===== src/rtl/scan_addr_decoder.sv =====
// Receiving end of a 2-D strided address stream: recovers (x, y) per beat and
// checks each address against the stride/max prediction, with a sticky error.
module scan_addr_decoder #(
    parameter int AW = 32,
    parameter int FW = 16
) (
    input  logic          clk,
    input  logic          rst_n,
    input  logic          start,
    input  logic [15:0]   x_stride,
    input  logic [AW-1:0] y_stride,
    input  logic [AW-1:0] x_max,
    input  logic [AW-1:0] y_max,
    input  logic          in_valid,
    output logic          in_ready,
    input  logic [AW-1:0] addr,
    output logic          out_valid,
    input  logic          out_ready,
    output logic [AW-1:0] x_idx,
    output logic [AW-1:0] y_idx,
    output logic          last_x,
    output logic          last_frame,
    output logic          mismatch,
    output logic          err,
    output logic [FW-1:0] frame_cnt,
    output logic          busy
);

    typedef enum logic [1:0] {IDLE, RUN, ERR} state_e;

    state_e        state_q;
    logic [AW-1:0] xs_q, ys_q, xmax_q, ymax_q;
    logic [AW-1:0] x_cnt_q, y_cnt_q, exp_q;
    logic [AW-1:0] x_cnt_d, y_cnt_d, exp_d;
    logic          out_valid_q, last_x_q, last_frame_q, mismatch_q, err_q, busy_q;
    logic [AW-1:0] x_idx_q, y_idx_q;
    logic [FW-1:0] frame_q;
    logic          accept, hit_lx, hit_lf, hit_mis;

    // A beat coinciding with start belongs to neither the old nor the new run.
    assign in_ready = (state_q != IDLE) && (!out_valid_q || out_ready);
    assign accept   = in_valid && in_ready && !start;

    assign hit_lx  = (x_cnt_q == xmax_q);
    assign hit_lf  = hit_lx && (y_cnt_q == ymax_q);
    assign hit_mis = (addr != exp_q);

    // Prediction always advances from exp_q, so one bad beat never desyncs the rest.
    always_comb begin
        x_cnt_d = x_cnt_q + AW'(1);
        y_cnt_d = y_cnt_q;
        exp_d   = exp_q + xs_q;
        if (hit_lf) begin
            x_cnt_d = '0;
            y_cnt_d = '0;
            exp_d   = '0;
        end else if (hit_lx) begin
            x_cnt_d = '0;
            y_cnt_d = y_cnt_q + AW'(1);
            exp_d   = exp_q + xs_q + ys_q;
        end
    end

    always_ff @(posedge clk or negedge rst_n) begin
        if (!rst_n) begin
            state_q      <= IDLE;
            xs_q         <= '0;
            ys_q         <= '0;
            xmax_q       <= '0;
            ymax_q       <= '0;
            x_cnt_q      <= '0;
            y_cnt_q      <= '0;
            exp_q        <= '0;
            out_valid_q  <= 1'b0;
            x_idx_q      <= '0;
            y_idx_q      <= '0;
            last_x_q     <= 1'b0;
            last_frame_q <= 1'b0;
            mismatch_q   <= 1'b0;
            err_q        <= 1'b0;
            frame_q      <= '0;
            busy_q       <= 1'b0;
        end else begin
            if (start) begin
                state_q <= RUN;
                busy_q  <= 1'b1;
                xs_q    <= {{(AW-16){1'b0}}, x_stride};
                ys_q    <= y_stride;
                xmax_q  <= x_max;
                ymax_q  <= y_max;
                x_cnt_q <= '0;
                y_cnt_q <= '0;
                exp_q   <= '0;
                err_q   <= 1'b0;
                frame_q <= '0;
            end else if (accept) begin
                x_cnt_q <= x_cnt_d;
                y_cnt_q <= y_cnt_d;
                exp_q   <= exp_d;
                if (hit_lf)
                    frame_q <= frame_q + FW'(1);
                if (hit_mis) begin
                    err_q   <= 1'b1;
                    state_q <= ERR;
                end
            end

            if (accept) begin
                out_valid_q  <= 1'b1;
                x_idx_q      <= x_cnt_q;
                y_idx_q      <= y_cnt_q;
                last_x_q     <= hit_lx;
                last_frame_q <= hit_lf;
                mismatch_q   <= hit_mis;
            end else if (out_ready) begin
                out_valid_q  <= 1'b0;
            end
        end
    end

    assign out_valid  = out_valid_q;
    assign x_idx      = x_idx_q;
    assign y_idx      = y_idx_q;
    assign last_x     = last_x_q;
    assign last_frame = last_frame_q;
    assign mismatch   = mismatch_q;
    assign err        = err_q;
    assign frame_cnt  = frame_q;
    assign busy       = busy_q;

endmodule


===== config.mk =====
export PLATFORM = sky130hd
export DESIGN_NAME = scan_addr_decoder
export DESIGN_NICKNAME = d
export VERILOG_FILES = /design/src/rtl/scan_addr_decoder.sv
export SDC_FILE = /design/constraint.sdc
export NUM_CORES = 1
export LEC_CHECK = 0
export BUFFER_PORTS_ARGS = -buffer_cell sky130_fd_sc_hd__buf_2
export CAP_MARGIN = 20
export CORE_UTILIZATION = 58
export DETAILED_ROUTE_END_ITERATION = 10
export GPL_ROUTABILITY_DRIVEN = 0
export PLACE_DENSITY_LB_ADDON = 0.2
export SLEW_MARGIN = 20
export SYNTH_ARGS = -nofsm -noshare
export SYNTH_HDL_FRONTEND = slang
export SYNTH_SLANG_ARGS = --single-unit

===== constraint.sdc =====
create_clock -name clk -period 6.61 [get_ports clk]
set_clock_uncertainty 0.15 [all_clocks]
set_input_delay 1.322 -clock clk [delete_from_list [all_inputs] [get_ports clk]]
set_output_delay 1.322 -clock clk [all_outputs]
set_load 0.005 [all_outputs]

==> results by group <==
Global routing
  • Overflow after GRT: 0
  • First-pass GRT wire length: 65,600 µm
  • Total GRT Usage: 29.1%
  • Largest net degree at the start of global routing: 123
  • Vias in the first global route: 12,900
  • Initial antenna violation count: 3

Floorplanning
  • Die span in x: 167 µm
  • Die Y: 167 µm
  • FP Rows: 60
  • Die area: 28,000 µm²
  • Core area: 26,900 µm²
  • Number of top-level pins: 236
  • Starting density of the core: 59.0%

Run status
  • Outcome: finished, final reports clean

Clock network
  • Hold-fix buffers at CTS: 0
  • Num CTS Buffers: 31
  • H-tree Lvls: 1
  • Clock Path Buffers: 3
  • Post-CTS setup buffers: 0
  • Post-cts gate resize count: 0
  • Clock-pin slew on the worst setup and hold paths: 0.06 ns
  • Worst skew pair latency: 0.57 ns
  • Clock sinks: 295
  • CTS tree: built
  • Root Driver: clkbuf_16

Placed design
  • Half-perimeter wire length after placement: 28,800 µm
  • Placed cell area: 17,300 µm²
  • PortBufs: 235
  • Place WS: 1.23 ns
  • Placed insts: 2,103

STA
  • Fin. Hold Viols: 0
  • Setup violations, final: 0
  • Unrepaired setup endpoints after global routing: false
  • Min Clock Period, post-route: 5.47 ns
  • Setup Total Neg Slack: 0 ns
  • Slew HR: 34.0%
  • Worst-margin pin slew: 0.989 ns
  • F_max: 183 MHz
  • Post-route setup slack: 1.14 ns
  • Final count of pins violating max slew: 0
  • Final period util: 82.8%
  • Hold_ws: 0.313 ns

Layout
  • Fin cells: 2,158
  • Commonest cells after routing, fill and taps aside: dfrtp_1, nand2_1, buf_2
  • Area Overhead vs Synth: 15.4%
  • Final core utilization: 68.1%
  • Commonest non-fill, non-tap cell in the layout: dfrtp_1
  • FILL cells: 2,109
  • Nets: 1,998
  • Layout cell share with drive strength beyond 1: 23.5%
  • Final instance area: 18,300 µm²

Yosys
  • Post-synth EDFFs: 0
  • Number of synthesis warnings: 0
  • Seq/Total Area, Yosys: 46.5%
  • Mapped Area: 15,900 µm²
  • Synth Net Count: 1,787
  • Synth top area cells: dfrtp_1, mux2_2, nand2_1, xnor2_1, xor2_1
  • Top_reg_cell synth: dfrtp_1
  • Share of flip-flops with an asynchronous set or reset: 100%
  • Post-synth cell types: 73
  • Mapped Cells: 1,584
  • Flops & latches, synth: 295
  • Mean post-synth cell area: 10.0 µm²
  • Post-synth top area share: 46.5%
  • Synth area leader: dfrtp_1

Routing
  • Antenna viol nets, final: 0
  • DR WL/cell: 18.5 µm
  • Routed WL: 40,000 µm
  • Initial DRC count: 891
  • Residual DRC: 0
  • First drt pass iteration count: 5
  • Vias per cell: 5.76
  • Vias post-DR: 12,400

Critical path
  • Critical path class: flop to flop
  • Critical Path Start Type: flop
  • Setup slack on the worst flop-to-flop path: 1.14 ns
  • Crit path arrival time: 5.80 ns
  • Worst Path Max Fanout: 6
  • CP endpoint kind: flop
  • Worst EP required: 6.94 ns

Run
  • Max Cap Violations: 0

Pwr
  • Leak pwr: 9.00 nW
  • PwrDens: 259 nW/µm²
  • Power, Total: 4.73 mW
  • VDD IR max: 0.206 mV

Min path
  • Worst hold-check path type: flop to flop
## state kept, by name (all words and copies together), names as in the netlist
signal / count
ys_q: 32
state_q: 2
x_cnt_q: 32
frame_cnt: 16
out_valid: 1
xmax_q: 32
mismatch: 1
last_frame: 1
y_idx: 32
exp_q: 32
ymax_q: 32
x_idx: 32
xs_q: 16
y_cnt_q: 32
busy: 1
last_x: 1
## per-layer routing
layer | share of wire, % | global-route usage, % | wire, µm | up-vias
met3 | 4.9 | 3.62 | 1970 | 76
met5 | 0 | 0 | 0 | -
met1 | 44 | 39.0 | 17500 | 6057
li1 | - | - | - | 5913
met4 | 2.6 | 8.93 | 1040 | 0
met2 | 49 | 49.6 | 19400 | 384
## final cells by class
| type | count | area (µm²) | area share [%] |
|---|---|---|---|
| tap | 341 | 427 | 2.33 |
| multi-input combinational | 1200 | 8140 | 44.5 |
| sequential | 295 | 7380 | 40.3 |
| clock buffer | 45 | 918 | 5.02 |
| antenna | 2 | 5.00 | 0.0273 |
| clock inverter | 8 | 73.8 | 0.403 |
| inverter | 23 | 86.3 | 0.472 |
| timing repair buffer | 244 | 1270 | 6.95 |
## logic make-up after synthesis
kind of cell    after synthesis  synth area share [%]
compound gates              236                  9.67
xor+xnor                    204                  11.3
fa+ha+maj                    54                  4.36
buf+inv                      89                  2.22
flops                       295                  46.5
mux                         118                  8.32
simple gates                588                  17.6
## Yosys cell counts, drive strengths merged, types with 3 or more instances
library cell,number
o21bai,5
o211ai,6
nand3,43
o311ai,3
nand4,40
a22oi,4
and4,6
nor2b,6
ha,52
nor4,24
a22o,3
a31oi,4
or3,16
and2,33
mux2i,7
buf,15
nor3,17
o21ai,74
dfrtp,295
a2111oi,3
o21a,9
clkbuf,51
mux2,111
a211oi,5
a221o,6
inv,23
o31ai,9
xnor2,104
xor2,100
nand2b,11
a21boi,4
nor2,87
a21oi,51
a21o,35
nand2,270
and3,25
## where the power goes
part	total (mW)	switching [mW]	internal, mW	leakage (nW)
registers	1.98	0.0840	1.90	3.84
logic	1.05	0.596	0.454	4.66
clock network	1.70	0.707	0.991	0.487
## worst paths after layout
check / from / to / depth (start not counted)
setup / recovery: exp_q[0]$_DFFE_PN0P_ / exp_q[31]$_DFFE_PN0P_ / 23
min in group asynchronous: rst_n / y_cnt_q[18]$_DFFE_PN0P_ / 1
max in group asynchronous: rst_n / xmax_q[8]$_DFFE_PN0P_ / 2
setup reg to reg: exp_q[0]$_DFFE_PN0P_ / exp_q[31]$_DFFE_PN0P_ / 23
hold reg to reg: busy$_DFFE_PN0P_ / busy$_DFFE_PN0P_ / 1
hold / removal: busy$_DFFE_PN0P_ / busy$_DFFE_PN0P_ / 1
## critical path: stages, from the launching register on
cell	delay [ns]
dfrtp_1	0.38
ha_1	0.20
inv_1	0.06
fa_1	0.40
nor2b_1	0.12
o21ai_1	0.10
a2111oi_2	0.43
nor4_1	0.14
o21ai_1	0.19
a41o_2	0.30
and2_1	0.18
nand4_1	0.17
xnor2_1	0.17
ha_1	0.35
a21o_1	0.20
a21o_1	0.17
a21oi_1	0.20
a2bb2oi_1	0.23
o311ai_1	0.16
a31o_1	0.25
a21oi_2	0.14
xnor2_1	0.11
or4b_1	0.48
nand4_1	0.10
(Power assumes the default switching activity.)
